`src/rtl/seg7_pkg.sv`:
```
// Shared constants for the 7-segment scan driver: glyph table and
// output polarities of the common-anode display.
package seg7_pkg;

    localparam logic [6:0] SEG_OFF = 7'h7F;
    localparam logic       AN_OFF  = 1'b1;
    localparam logic       DP_OFF  = 1'b1;

    // Active-high {g,f,e,d,c,b,a}; element k is the glyph for nibble k
    localparam logic [15:0][6:0] HEX7 = {
        7'h71, 7'h79, 7'h5E, 7'h39,
        7'h7C, 7'h77, 7'h6F, 7'h7F,
        7'h07, 7'h7D, 7'h6D, 7'h66,
        7'h4F, 7'h5B, 7'h06, 7'h3F
    };

    typedef enum logic {
        ST_BLANK,
        ST_DRIVE
    } slot_st_e;

endpackage

```
`src/rtl/seg7_scan_driver_if.sv`:
```
// Data-in / display-out bundle of the scan driver.
// master = data source + observer, slave = the driver itself.
interface seg7_scan_driver_if #(
    parameter int NUM_DIGITS = 4
);
    logic                      load;
    logic [4*NUM_DIGITS-1:0]   value;
    logic [NUM_DIGITS-1:0]     dp_mask;
    logic [NUM_DIGITS-1:0]     blank_mask;
    logic [NUM_DIGITS-1:0]     an;
    logic [6:0]                seg;
    logic                      dp;
    logic                      frame_done;

    modport master (
        output load, value, dp_mask, blank_mask,
        input  an, seg, dp, frame_done
    );

    modport slave (
        input  load, value, dp_mask, blank_mask,
        output an, seg, dp, frame_done
    );
endinterface

```
`src/rtl/hex_to_7seg.sv`:
```
// Nibble to active-high 7-segment glyph, purely combinational.
module hex_to_7seg
    import seg7_pkg::*;
(
    input  logic [3:0] nib_i,
    output logic [6:0] seg_o
);
    assign seg_o = HEX7[nib_i];
endmodule

```
`src/rtl/seg7_scan_driver.sv`:
```
// Multiplexed common-anode display scanner with per-slot blanking
// and frame-boundary data swap.
module seg7_scan_driver
    import seg7_pkg::*;
#(
    parameter int NUM_DIGITS   = 4,
    parameter int REFRESH_DIV  = 50000,
    parameter int BLANK_CYCLES = 500
) (
    input  logic Clk,
    input  logic Reset,
    seg7_scan_driver_if.slave bus
);
    localparam int CNT_W = (REFRESH_DIV > 1) ? $clog2(REFRESH_DIV) : 1;
    localparam int IDX_W = (NUM_DIGITS > 1) ? $clog2(NUM_DIGITS) : 1;
    localparam int VAL_W = 4 * NUM_DIGITS;
    localparam logic [CNT_W-1:0] CNT_MAX   = CNT_W'(REFRESH_DIV - 1);
    localparam logic [CNT_W-1:0] BLANK_LIM = CNT_W'(BLANK_CYCLES);
    localparam logic [IDX_W-1:0] IDX_MAX   = IDX_W'(NUM_DIGITS - 1);
    localparam slot_st_e ST_RST = (BLANK_CYCLES > 0) ? ST_BLANK : ST_DRIVE;

    logic [CNT_W-1:0]      cnt_q, cnt_d;
    logic [IDX_W-1:0]      idx_q, idx_d;
    slot_st_e              st_q, st_d;
    logic [VAL_W-1:0]      val_q, val_d, pval_q, pval_d;
    logic [NUM_DIGITS-1:0] dpm_q, dpm_d, pdpm_q, pdpm_d;
    logic [NUM_DIGITS-1:0] blm_q, blm_d, pblm_q, pblm_d;
    logic                  pend_q, pend_d;
    logic [NUM_DIGITS-1:0] an_q, an_d;
    logic [6:0]            seg_q, seg_d;
    logic                  dp_q, dp_d;
    logic                  fd_q, fd_d;

    logic       slot_end;
    logic       frame_wrap;
    logic [3:0] nib;
    logic [6:0] glyph;

    assign slot_end   = (cnt_q == CNT_MAX);
    assign frame_wrap = slot_end && (idx_q == IDX_MAX);
    assign nib        = val_q[{idx_q, 2'b00} +: 4];

    hex_to_7seg u_hex (
        .nib_i (nib),
        .seg_o (glyph)
    );

    // Slot timing; the state follows the counter value it will hold next
    always_comb begin
        cnt_d = slot_end ? '0 : cnt_q + 1'b1;
        idx_d = idx_q;
        if (slot_end) begin
            idx_d = (idx_q == IDX_MAX) ? '0 : idx_q + 1'b1;
        end
        st_d = (cnt_d < BLANK_LIM) ? ST_BLANK : ST_DRIVE;
    end

    always_comb begin
        val_d  = val_q;
        dpm_d  = dpm_q;
        blm_d  = blm_q;
        pval_d = pval_q;
        pdpm_d = pdpm_q;
        pblm_d = pblm_q;
        pend_d = pend_q;
        if (frame_wrap) begin
            pend_d = 1'b0;
            if (bus.load) begin
                val_d = bus.value;
                dpm_d = bus.dp_mask;
                blm_d = bus.blank_mask;
            end else if (pend_q) begin
                val_d = pval_q;
                dpm_d = pdpm_q;
                blm_d = pblm_q;
            end
        end else if (bus.load) begin
            pval_d = bus.value;
            pdpm_d = bus.dp_mask;
            pblm_d = bus.blank_mask;
            pend_d = 1'b1;
        end
    end

    always_comb begin
        an_d  = {NUM_DIGITS{AN_OFF}};
        seg_d = SEG_OFF;
        dp_d  = DP_OFF;
        fd_d  = frame_wrap;
        if (st_q == ST_DRIVE && !blm_q[idx_q]) begin
            an_d[idx_q] = ~AN_OFF;
            seg_d       = ~glyph;
            dp_d        = ~dpm_q[idx_q];
        end
    end

    always_ff @(posedge Clk) begin
        if (!Reset) begin
            cnt_q  <= '0;
            idx_q  <= '0;
            st_q   <= ST_RST;
            val_q  <= '0;
            dpm_q  <= '0;
            blm_q  <= '0;
            pval_q <= '0;
            pdpm_q <= '0;
            pblm_q <= '0;
            pend_q <= 1'b0;
            an_q   <= {NUM_DIGITS{AN_OFF}};
            seg_q  <= SEG_OFF;
            dp_q   <= DP_OFF;
            fd_q   <= 1'b0;
        end else begin
            cnt_q  <= cnt_d;
            idx_q  <= idx_d;
            st_q   <= st_d;
            val_q  <= val_d;
            dpm_q  <= dpm_d;
            blm_q  <= blm_d;
            pval_q <= pval_d;
            pdpm_q <= pdpm_d;
            pblm_q <= pblm_d;
            pend_q <= pend_d;
            an_q   <= an_d;
            seg_q  <= seg_d;
            dp_q   <= dp_d;
            fd_q   <= fd_d;
        end
    end

    assign bus.an         = an_q;
    assign bus.seg        = seg_q;
    assign bus.dp         = dp_q;
    assign bus.frame_done = fd_q;

endmodule

```
`src/flat_wrapper.sv`:
```
// flat-port wrapper written by rule: the top's interface ports become plain ports
module seg7_scan_driver_flat import seg7_pkg::*;
#(
    parameter int NUM_DIGITS   = 4,
    parameter int REFRESH_DIV  = 50000,
    parameter int BLANK_CYCLES = 500
)
  (Clk, Reset, bus_load, bus_value, bus_dp_mask, bus_blank_mask, bus_an, bus_seg, bus_dp, bus_frame_done);
  seg7_scan_driver_if #(.NUM_DIGITS(NUM_DIGITS)) bus_i ();
  input  logic Clk;
  input  logic Reset;
  input wire logic [$bits(bus_i.load)-1:0] bus_load;
  input wire logic [$bits(bus_i.value)-1:0] bus_value;
  input wire logic [$bits(bus_i.dp_mask)-1:0] bus_dp_mask;
  input wire logic [$bits(bus_i.blank_mask)-1:0] bus_blank_mask;
  output wire logic [$bits(bus_i.an)-1:0] bus_an;
  output wire logic [$bits(bus_i.seg)-1:0] bus_seg;
  output wire logic [$bits(bus_i.dp)-1:0] bus_dp;
  output wire logic [$bits(bus_i.frame_done)-1:0] bus_frame_done;
  assign bus_i.load = bus_load;
  assign bus_i.value = bus_value;
  assign bus_i.dp_mask = bus_dp_mask;
  assign bus_i.blank_mask = bus_blank_mask;
  assign bus_an = bus_i.an;
  assign bus_seg = bus_i.seg;
  assign bus_dp = bus_i.dp;
  assign bus_frame_done = bus_i.frame_done;
  seg7_scan_driver #(.NUM_DIGITS(NUM_DIGITS), .REFRESH_DIV(REFRESH_DIV), .BLANK_CYCLES(BLANK_CYCLES)) u_core (.Clk(Clk), .Reset(Reset), .bus(bus_i));
endmodule
```
`config.mk`:
```
export PLATFORM = sky130hd
export DESIGN_NAME = seg7_scan_driver_flat
export DESIGN_NICKNAME = d
export VERILOG_FILES = /design/src/rtl/seg7_pkg.sv /design/src/rtl/seg7_scan_driver_if.sv /design/src/rtl/hex_to_7seg.sv /design/src/rtl/seg7_scan_driver.sv /design/src/flat_wrapper.sv
export SDC_FILE = /design/constraint.sdc
export NUM_CORES = 1
export LEC_CHECK = 0
export ABC_AREA = 0
export CORE_UTILIZATION = 35
export CTS_CLUSTER_DIAMETER = 120
export DETAILED_ROUTE_END_ITERATION = 6
export SLEW_MARGIN = 20
export SYNTH_ARGS = -nofsm -noshare
export SYNTH_HDL_FRONTEND = slang
export SYNTH_SLANG_ARGS = --single-unit
```
`constraint.sdc`:
```
create_clock -name Clk -period 4.7 [get_ports Clk]
set_input_delay 0.94 -clock Clk [delete_from_list [all_inputs] [get_ports Clk]]
set_output_delay 0.94 -clock Clk [all_outputs]
set_load 0.03 [all_outputs]
```
### Word level (Yosys, flattened, before mapping)

Memory sizes are Yosys's and may differ from the RTL's.
Cells that the tools add are included.

* add/sub/neg operators: 2
* magnitude comparators: 4
* equal/unequal tests: 2
* shift-type cells: 1
* multiplexer cells: 16
* bitwise logic cells: 5
* reduce and logical (&&, ||, !) cells: 9

Operator list (number)
* 16-bit two-way mux: 3
* 16-bit by 1-bit adder with 16-bit output, second input constant: 1
* 16-bit == test, second input constant: 1
* 16-bit by 9-bit less-than comparator with 1-bit output, second input constant: 1
* 4-bit two-way mux: 4
* 16-bit by 5-bit variable part select with 4-bit output: 1
* 7-bit two-way mux: 1
* 7-bit NOT: 1
* 2-bit AND reduction: 3
* 4-bit by 5-bit less-than comparator with 1-bit output, second input constant: 1
* 1-bit binary-select mux with 2-bit select: 2
* 1-bit two-way mux: 4
* 4-bit NOT: 1
* 1-bit logical AND: 3
* 2-bit by 3-bit less-than comparator with 1-bit output, second input constant: 1
* 1-bit NOT: 3
* 2-bit by 1-bit adder with 2-bit output, second input constant: 1
* 1-bit demux with 2-bit select: 1
* 2-bit == test, second input constant: 1
* 2-bit by 1-bit greater-or-equal comparator with 1-bit output, second input constant: 1
* 2-bit two-way mux: 1
* 2-bit nonzero test: 1
* 2-bit OR reduction: 1
* 1-bit logical NOT: 1

* register bits: 81
* memory bits (read-only): 112
* input bits: 27
* output and inout bits: 13
* word-level logic and storage cells: 54
* memories kept: 1

Memory list
* (name not given): depth 16, bits a word 7, read ports 1, clocked after Yosys merged registers in 0, write ports 0, line hex_to_7seg.sv:8 `assign seg_o = HEX7[nib_i];`

### Depth between registers and ports, before layout

Gate-level depths: netlist of run 1.

* depth in word-level cells: 5
* gate-level depth with buffers: 9
* depth with buffers taken out: 6

### By module

From an unflattened synthesis of run 1, not the netlist that was laid out.

* cells, all modules: 397
* area, all modules: 3921.3 um2

By module, submodules not included
* seg7_scan_driver: instances 1, cells an instance 364, area each 3633.5 um2, sequential area each 1621.6 um2
* hex_to_7seg: instances 1, cells an instance 33, area each 287.8 um2, sequential area each 0.0 um2

### Least setup slack after synthesis of run 1

No wires, ideal clock.

* kind: register -> register
* from: reg u_core.idx_q[0]
* to: reg u_core.seg_q[3], in the netlist u_core.bus.seg[3]
* library setup time: 0.124 ns
* data arrival time: 2.207 ns
* required time: 4.576 ns
* path slack: 2.369 ns
* stages on the path, launching flop included: 8
* path buffers: 1
* period minus slack after synthesis: 2.331 ns
* path through: dfxtp_1 > clkbuf_1 > mux4_2 > inv_1 > ha_1 > inv_1 > mux4_2 > nand2b_1

* cells in the longest elaborated chain, start to end: 5
* elaborated cells on any way between the ends: 9
* those cells by class: 1 x shift; 3 x mux; 1 x bitwise; 3 x reduce/logical; 1 x memory

Ends and longest elaborated chain
* start: declaration: line seg7_scan_driver.sv:23 `logic [IDX_W-1:0] idx_q, idx_d;`
* start signal: assignment: line seg7_scan_driver.sv:115 `idx_q <= idx_d;`
* parallel branches: the longest is 5 deep, another holds memory 16 x 7 bit
* end signal: assignment: line seg7_scan_driver.sv:125 `seg_q <= seg_d;`
* end: declaration: line seg7_scan_driver.sv:30 `logic [6:0] seg_q, seg_d;`

Parallel ways; which one is timed is not known. The select of a mux whose other input is x is not followed.
A chain may end at the register's enable or synchronous reset.

### Worst setup path in the final report of run 1

* from: in bus_load
* to: reg u_core.val_q[5]

* cells in the longest elaborated chain, start to end: 2
* elaborated cells on any way between the ends: 3
* those cells by class: 1 x mux; 2 x reduce/logical

Ends and longest elaborated chain
* start: declaration: line flat_wrapper.sv:12 `input wire logic [$bits(bus_i.load)-1:0] bus_load;`
* 2-bit nonzero test (no source line)
* 2-bit AND reduction (no source line)
* end signal: assignment: line seg7_scan_driver.sv:117 `val_q <= val_d;`
* end: declaration: line seg7_scan_driver.sv:25 `logic [VAL_W-1:0] val_q, val_d, pval_q, pval_d;`

Several ways; a longest one is shown, not always the timed one.

==> impl_metrics.json, run 1 <==
{
  "core_um2": 10800,
  "fin_crit_sh_pct": 52.6,
  "clk_latency_ns": 0.36,
  "synth_area_um2": 3870,
  "num_rows": 38,
  "start_util_pct": 35.8,
  "ios": 40,
  "power.density_nw_per_um2": 295,
  "dp_cells": 543,
  "first_iter_violations": 141,
  "p_leak_uw": 0.00199,
  "async_flop_share_pct": 0,
  "hold_path_depth": 1,
  "numClockSinks": 81,
  "die_area_um2": 11500,
  "h-tree-depth": 3,
  "holdWs_ns": 0.501,
  "vias_per_cell": 4.98,
  "vias": 2782,
  "layout.cells.non_filler": 559,
  "rrSetupSlack_ns": 2.32,
  "max_slew_margin_pct": 59.8,
  "setup_viol": 0,
  "cts_resized": 0,
  "synth_seq_cells": 81,
  "io_buffers": 39,
  "cp_slowest_stage_delay_ns": 0.78,
  "slew_violations": 0,
  "path_delay_family": "buffers and inverters",
  "max_cap_viol_count": 0,
  "hold_path.class": "flop to flop",
  "yosysUniqueCellTypes": 51,
  "post-cts-setup-buffer-count": 0,
  "grt_remaining_overflow": 0,
  "status": "completed",
  "cts_buffers": 9,
  "yosys_warnings": 0,
  "min_from": "u_core.val_q[11]",
  "grt_max_degree": 58,
  "path_class": "input port to flop",
  "cts_buffer_depth": 2,
  "drive_gt1_share_pct": 9.31,
  "finalClockSkew_ns": 0.0129,
  "die_h_um": 107,
  "hold_viol": 0,
  "max_freq_ghz": 0.405,
  "diodes": 0,
  "num-nets-final": 451,
  "syn_avg_cell_area_um2": 10.0,
  "synth.area.top_cells": "dfxtp_1 (42%), mux2i_1 (13%), o211a_1 (6.2%)",
  "reg2reg_to": "u_core.bus.seg[3]",
  "yosys.area.top_type": "dfxtp_1",
  "timing.setup.tns_ns": 0,
  "worst-r2r-cell-count": 6,
  "grt_pass1_vias": 2620,
  "ant_nets": 0,
  "yosys_most_used_dff": "dfxtp_1",
  "wl_um": 7280,
  "synth-seq-area-share_pct": 41.9,
  "syn_nets": 423,
  "root_buffer": "clkbuf_8",
  "first_pass_iters": 6,
  "critPathRequiredTime_ns": 4.96,
  "period_needed_ns": 2.47,
  "critPathLaunchType": "input port",
  "crit_path_end_kind": "flop",
  "synth_edf_count": 0,
  "peakVddDrop_mv": 0.153,
  "min_to": "u_core.val_q[11]",
  "syn_inst": 386,
  "crit_chain": "clkdlybuf4s50_1 -> nor2_1 -> nor4_4 -> buf_4 -> nand2_1 -> o211a_1",
  "wl_per_cell_um": 13.0,
  "crit_arrival_ns": 2.73,
  "tightest_slew_ns": 0.601,
  "rsz0062_at_grt": "no",
  "antenna_found_initial": 0,
  "crit_slowest_cell": "clkdlybuf4s50_1",
  "gp_congestion": 0.777,
  "die_w_um": 107,
  "clkTransAtPathRegs_ns": 0.08,
  "r2r-start": "u_core.idx_q[0]",
  "track_usage_pct": 14.2,
  "synth_top_area_share_pct": 41.9,
  "worst-path-max-fanout": 31,
  "place_hpwl_um": 4950,
  "holdBufCountCts": 0,
  "syn2layout_area_growth_pct": 17.2,
  "p_total_uw": 1340,
  "cp_num_buf_inv": 2,
  "tritoncts": "built",
  "drc": 0,
  "grt_pass1_wl_um": 12600
}
==> registers in the layout (all words and copies together) (netlist names) <==
name	flops
u_core.idx_q	2
u_core.blm_q	4
u_core.bus.seg	7
u_core.pend_q	1
u_core.st_q	1
u_core.bus.an	4
u_core.pdpm_q	4
u_core.pval_q	16
u_core.dpm_q	4
u_core.cnt_q	16
u_core.pblm_q	4
u_core.val_q	16
u_core.bus.dp	1
u_core.bus.frame_done	1
==> routing by layer <==
| metal | vias up | global-route usage [%] | wire (µm) |
|---|---|---|---|
| li1 | 1406 | - | - |
| met3 | 8 | 3.89 | 303 |
| met2 | 58 | 21.6 | 3240 |
| met5 | - | 0 | 0 |
| met4 | 0 | 6.56 | 107 |
| met1 | 1310 | 18.6 | 3630 |
==> worst max path at each step <==
| stage | startpoint | slack [ns] | end | cells past startpoint |
|---|---|---|---|---|
| detailed placement | bus_load | 1.81 | u_core.val_q[5] | 6 |
| global route | bus_load | 2.09 | u_core.val_q[2] | 6 |
| finish | bus_load | 2.23 | u_core.val_q[5] | 6 |
| floorplan | u_core.idx_q[0] | 2.37 | u_core.bus.seg[3] | 7 |
| CTS | bus_load | 2.20 | u_core.val_q[5] | 6 |
| global placement | bus_load | 1.89 | u_core.val_q[10] | 6 |
==> cells by family after synthesis <==
logic type / Yosys count / share of synthesized area (%)
XOR/XNOR: 14 / 3.17
AND/OR/NAND/NOR: 131 / 17.9
adder cells (fa/ha/maj): 10 / 3.23
multiplexers: 59 / 17.2
buffers and inverters: 39 / 5.27
flip-flops: 81 / 41.9
AO/OA/AOI/OAI: 52 / 11.2
==> synthesized netlist by cell type (all sizes together), types with 2 or more instances <==
master and instances:
nand2 43, buf 12, nand2b 2, o221ai 5, nor2b 29, and4 3, mux2i 52, nand3 9
ha 10, and2 3, clkbuf 17, o21ai 7, xor2 7, dfxtp 81, inv 10, and3 5
nor2 23, or4b 2, mux4 6, a21oi 5, o211a 24, nor3 2, a31oi 2, xnor2 7
nor4 2
==> power by group <==
group	leakage (µW)	switching [µW]	total (µW)	internal, µW
combinational	0.00123	39.9	89.5	49.6
sequential	0.000659	8.60	709	701
clock	0.000102	263	540	277
==> stage by stage <==
step                      setup WS, ns  area [µm²]  utilization, %
final                             2.23        4530            42.0
after global routing              2.09        4530            42.0
after CTS                         2.20        4530            42.0
after detailed placement          1.81        4320            40.0
after global placement            1.89        4320            40.0
after floorplan                   2.37        3870               -
==> worst reg2reg max path, stage by stage, from the launching register on <==
cell,delay (ns)
dfxtp_1,0.71
mux4_2,0.64
inv_1,0.15
ha_1,0.16
inv_1,0.04
mux4_2,0.43
nand2b_1,0.15
==> cells in the final DEF (no fill, tap or decap), drive strengths merged, types with 2 or more instances in the layout <==
cell type,n
a21oi,5
o221ai,5
nor4,2
dfxtp,81
o211a,24
nand2b,2
and3,5
nor2,23
nand2,43
nor2b,29
o21ai,7
clkbuf,11
and2,3
or4b,2
ha,10
nor3,2
inv,11
nand3,9
clkdlybuf4s50,39
buf,7
mux4,6
mux2i,52
and4,3
xnor2,7
a31oi,2
clkinvlp,2
xor2,7
==> final cells by class <==
class / count / area [µm²]
multi-input cells: 266 / 2040
well taps: 140 / 175
fillers: 1051 / 6260
clock inverters: 5 / 62.6
repair buffers: 46 / 443
clock buffers: 11 / 151
inverters: 10 / 37.5
flip-flops and latches: 81 / 1620
Power figures use the tool's default switching activity.
==> inputs of run 2 (changes only) <==
==> constraint.sdc (replaced) <==
create_clock -name Clk -period 2.3 [get_ports Clk]
set_input_delay 0.46 -clock Clk [delete_from_list [all_inputs] [get_ports Clk]]
set_output_delay 0.46 -clock Clk [all_outputs]
set_load 0.03 [all_outputs]
==> run 2 against run 1 <==
First-iteration DRC count fell by 55%. Flip-flop and latch count is the same. Sequential share of layout area decreased by 0.67 points. Power increased by 100%. Clock-buffer cell count is 1 higher. Non-clock buffer count grew 10. Critical path depth did not move. Sequential power grew 100%. Setup slack got worse by 2.1 ns. Register-to-register slack worse by 2.2 ns.
==> impl_metrics.json, run 2 (synthesis results as in run 1) <==
{
  "grt_pass1_vias": 2696,
  "h-tree-depth": 3,
  "vias": 2779,
  "max_cap_viol_count": 0,
  "antenna_found_initial": 0,
  "max_freq_ghz": 0.469,
  "grt_pass1_wl_um": 13000,
  "num-nets-final": 461,
  "holdBufCountCts": 0,
  "layout_commonest_cell": "dfxtp_1",
  "rsz0062_at_grt": "no",
  "drive_gt1_share_pct": 11.2,
  "start_util_pct": 35.8,
  "setup_viol": 0,
  "first_iter_violations": 63,
  "period_needed_ns": 2.13,
  "worst-path-max-fanout": 24,
  "die_h_um": 107,
  "most-common-layout-cells": "dfxtp_1 (81), mux2i_1 (52), nand2_1 (43)",
  "fin_crit_sh_pct": 92.8,
  "ant_nets": 0,
  "crit_arrival_ns": 2.38,
  "cts_resized": 0,
  "cp_num_buf_inv": 1,
  "slew_violations": 0,
  "path_delay_family": "simple AND/OR/NAND/NOR gates",
  "num_rows": 38,
  "root_buffer": "clkbuf_8",
  "drc": 0,
  "timing.setup.tns_ns": 0,
  "reg_top3": "u_core.cnt_q x16, u_core.pval_q x16, u_core.val_q x16",
  "clk_latency_ns": 0.34,
  "path_class": "flop to flop",
  "status": "completed",
  "finalClockSkew_ns": 0.00655,
  "io_buffers": 39,
  "grt_max_degree": 49,
  "fin_area_um2": 4620,
  "die_w_um": 107,
  "grt_remaining_overflow": 0,
  "syn2layout_area_growth_pct": 19.4,
  "max_slew_margin_pct": 75.8,
  "core_um2": 10800,
  "nFillCells": 1043,
  "cts_buffers": 9,
  "tightest_slew_ns": 0.354,
  "crit_slowest_cell": "or4b_4",
  "crit_chain": "or4b_4 -> or3b_4 -> o31a_1 -> buf_12 -> mux2i_1 -> nor2b_1",
  "critPathLaunchType": "flop",
  "wl_um": 7460,
  "ios": 40,
  "track_usage_pct": 14.6,
  "gp_congestion": 0.816,
  "numClockSinks": 81,
  "wl_per_cell_um": 13.1,
  "place_hpwl_um": 5240,
  "crit_path_end_kind": "flop",
  "die_area_um2": 11500,
  "power.density_nw_per_um2": 580,
  "peakVddDrop_mv": 0.381,
  "p_total_uw": 2680,
  "hold_path.class": "flop to flop",
  "rrSetupSlack_ns": 0.17,
  "vias_per_cell": 4.89,
  "post-cts-setup-buffer-count": 0,
  "critPathRequiredTime_ns": 2.54,
  "tritoncts": "built",
  "first_pass_iters": 4,
  "holdWs_ns": 0.501,
  "place_area_um2": 4420,
  "postLayoutCoreUtil_pct": 42.8,
  "diodes": 0,
  "clkTransAtPathRegs_ns": 0.08,
  "cp_slowest_stage_delay_ns": 0.54,
  "hold_viol": 0,
  "p_leak_uw": 0.00205,
  "cts_buffer_depth": 2
}
## run 2: cell type report
| class | count | area (µm²) | share of cell area, % |
|---|---|---|---|
| Multi-Input combinational cell | 266 | 2050 | 44.3 |
| Sequential cell | 81 | 1620 | 35.1 |
| Timing Repair Buffer | 56 | 543 | 11.8 |
| Tap cell | 140 | 175 | 3.79 |
| Clock buffer | 12 | 155 | 3.36 |
| Clock inverter | 3 | 40.0 | 0.867 |
| Inverter | 10 | 37.5 | 0.812 |
## run 2: worst reg2reg max path: stages (launching register included)
cell and delay, ns:
dfxtp_1 0.33, or4b_4 0.54, or3b_4 0.44, o31a_1 0.29, buf_12 0.18, mux2i_1 0.20
nor2b_1 0.06
## run 2: final timing paths
kind	start	to	cells past startpoint
worst max-delay path	u_core.cnt_q[5]	u_core.pval_q[4]	6
worst min-delay path	u_core.dpm_q[3]	u_core.dpm_q[3]	1
worst max register to register	u_core.cnt_q[5]	u_core.pval_q[4]	6
worst min register to register	u_core.dpm_q[3]	u_core.dpm_q[3]	1
## run 2: where the power goes
| group | total, µW | switching [µW] | internal, µW |
|---|---|---|---|
| logic | 191 | 83.4 | 107 |
| registers | 1450 | 16.6 | 1430 |
| clock network | 1040 | 489 | 552 |
| total | 2680 | 589 | 2090 |
## run 2: per-stage QoR
| stage | setup slack, ns | instances |
|---|---|---|
| detailed placement | 0.147 | 553 |
| global placement | 0.181 | 553 |
| global route | 0.0491 | 568 |
| finish | 0.166 | 568 |
| CTS | 0.124 | 568 |
| floorplan | 0.118 | 386 |
## run 2: routing by layer
layer	track usage [%]	part of all wire, %	up-vias
met4	7.14	0.59	0
met1	19.0	50	1311
li1	-	-	1427
met5	0	0	-
met2	22.4	45	37
met3	3.53	3.7	4
==> inputs of run 3 (changes only) <==
--- a/config.mk
+++ b/config.mk
@@ -9,6 +9,7 @@
 export CORE_UTILIZATION = 35
 export CTS_CLUSTER_DIAMETER = 120
 export DETAILED_ROUTE_END_ITERATION = 6
+export MAX_ROUTING_LAYER = met4
 export SLEW_MARGIN = 20
 export SYNTH_ARGS = -nofsm -noshare
 export SYNTH_HDL_FRONTEND = slang
==> run 3 against run 2 <==
Fmax decreased by 0.20%. Die area stayed put. Non-clock buffer count stayed put. Global-route usage grew 0.41 points. Cell count unchanged. Highest routed layer unchanged. Sequential share of layout area stayed put. Final area unchanged. Flip-flop and latch count stayed put. Clock skew about the same. Combinational power is essentially flat. Power grew 0.28%. Largest power group unchanged. Critical endpoint unchanged.
==> impl_metrics.json, run 3 (synthesis results as in run 1) <==
{
  "timing.setup.tns_ns": 0,
  "most-common-layout-cells": "dfxtp_1 (81), mux2i_1 (52), nand2_1 (43)",
  "multiInputGateArea_um2": 2050,
  "first_pass_iters": 4,
  "period_needed_ns": 2.14,
  "num_rows": 38,
  "fin_crit_sh_pct": 93.0,
  "postLayoutCoreUtil_pct": 42.8,
  "dp_cells": 553,
  "vias_per_cell": 4.92,
  "drc": 0,
  "finalClockSkew_ns": 0.00680,
  "path_class": "flop to flop",
  "ant_nets": 0,
  "clkTransAtPathRegs_ns": 0.08,
  "tritoncts": "built",
  "grt_max_degree": 49,
  "critPathLaunchType": "flop",
  "power.density_nw_per_um2": 582,
  "grt_remaining_overflow": 0,
  "crit_path_end_kind": "flop",
  "cts_buffers": 9,
  "cts_buffer_depth": 2,
  "slew_violations": 0,
  "register_area_um2": 1620,
  "crit_arrival_ns": 2.39,
  "diodes": 0,
  "tightest_slew_ns": 0.354,
  "wl_um": 7460,
  "holdBufCountCts": 0,
  "start_util_pct": 35.8,
  "power.switching_uw": 596,
  "seq_power_share_pct": 53.9,
  "die_h_um": 107,
  "peakVddDrop_mv": 0.382,
  "fin_area_um2": 4620,
  "rsz0062_at_grt": "no",
  "setup_viol": 0,
  "layout.cells.non_filler": 568,
  "max_freq_ghz": 0.468,
  "clk_latency_ns": 0.35,
  "hold_path.class": "flop to flop",
  "reg_top3": "u_core.cnt_q x16, u_core.pval_q x16, u_core.val_q x16",
  "critPathRequiredTime_ns": 2.55,
  "first_iter_violations": 69,
  "io_buffers": 39,
  "die_area_um2": 11500,
  "h-tree-depth": 3,
  "layout_commonest_cell": "dfxtp_1",
  "wl_per_cell_um": 13.1,
  "status": "completed",
  "hold_viol": 0,
  "max_cap_viol_count": 0,
  "internal-power_uw": 2090,
  "ios": 40,
  "p_leak_uw": 0.00205,
  "syn2layout_area_growth_pct": 19.4,
  "core_um2": 10800,
  "place_area_um2": 4420,
  "pwr-share-comb_pct": 7.1,
  "grt_pass1_wl_um": 13000,
  "swShare_pct": 22.2,
  "grt_pass1_vias": 2698,
  "num-nets-final": 461,
  "place_hpwl_um": 5240,
  "die_w_um": 107,
  "worst-path-max-fanout": 24,
  "nFillCells": 1043,
  "track_usage_pct": 15.0,
  "vias": 2792,
  "drive_gt1_share_pct": 11.2,
  "p_total_uw": 2690,
  "numClockSinks": 81,
  "antenna_found_initial": 0,
  "max_slew_margin_pct": 75.8,
  "clockPowerShare_pct": 39.0,
  "gp_congestion": 0.828,
  "root_buffer": "clkbuf_8"
}
[run 3: cell counts in the layout (fill, tap and decap cells not counted)]
No cell type changed its count.
[run 3: what timing repair did]
action | 4_1_cts | 5_1_grt
setup endpoints to repair | 0 | 36
resized for setup | 0 | 1
setup buffers | 0 | 0
[run 3: worst max-delay path, cell delays in order (launching register included)]
cell     delay (ns)
dfxtp_1        0.33
or4b_4         0.54
or3b_4         0.44
o31a_1         0.29
buf_12         0.18
mux2i_1        0.18
nor2b_1        0.06
[run 3: final cells by class]
| type | count | share of cell area [%] |
|---|---|---|
| clock inverters | 3 | 0.867 |
| inverters | 10 | 0.812 |
| flip-flops and latches | 81 | 35.1 |
| multi-input cells | 266 | 44.3 |
| repair buffers | 56 | 11.8 |
| well taps | 140 | 3.79 |
| clock buffers | 12 | 3.36 |
[run 3: power by group through the flow]
| stage | Sequential [µW] | Combinational [µW] | Clock (µW) |
|---|---|---|---|
| floorplan | 1480 | 121 | 0 |
| global placement | 1480 | 191 | 0 |
| detailed placement | 1480 | 194 | 0 |
| CTS | 1450 | 194 | 1090 |
| global route | 1450 | 211 | 1160 |
| finish | 1450 | 190 | 1050 |
[run 3: routing by layer]
| layer | global-route usage [%] | up-vias | routed length [µm] |
|---|---|---|---|
| li1 | - | 1425 | - |
| met3 | 3.71 | 8 | 306 |
| met1 | 19.2 | 1309 | 3720 |
| met4 | 6.26 | 0 | 101 |
| met2 | 22.4 | 50 | 3340 |
| met5 | - | - | 0 |
[run 3: worst paths after layout]
check | slack, ns | endpoint | start | cells after the start
worst min register to register | 0.50 | u_core.dpm_q[3] | u_core.dpm_q[3] | 1
worst max register to register | 0.16 | u_core.pval_q[4] | u_core.cnt_q[5] | 6
worst min-delay path | 0.50 | u_core.dpm_q[3] | u_core.dpm_q[3] | 1
worst max-delay path | 0.16 | u_core.pval_q[4] | u_core.cnt_q[5] | 6
[run 3: through the flow]
stage               worst slack [ns]  hold WS, ns
finish                         0.162        0.502
global route                  0.0489        0.523
detailed placement             0.147        0.486
floorplan                      0.118        0.449
CTS                            0.124        0.506
global placement               0.181        0.481
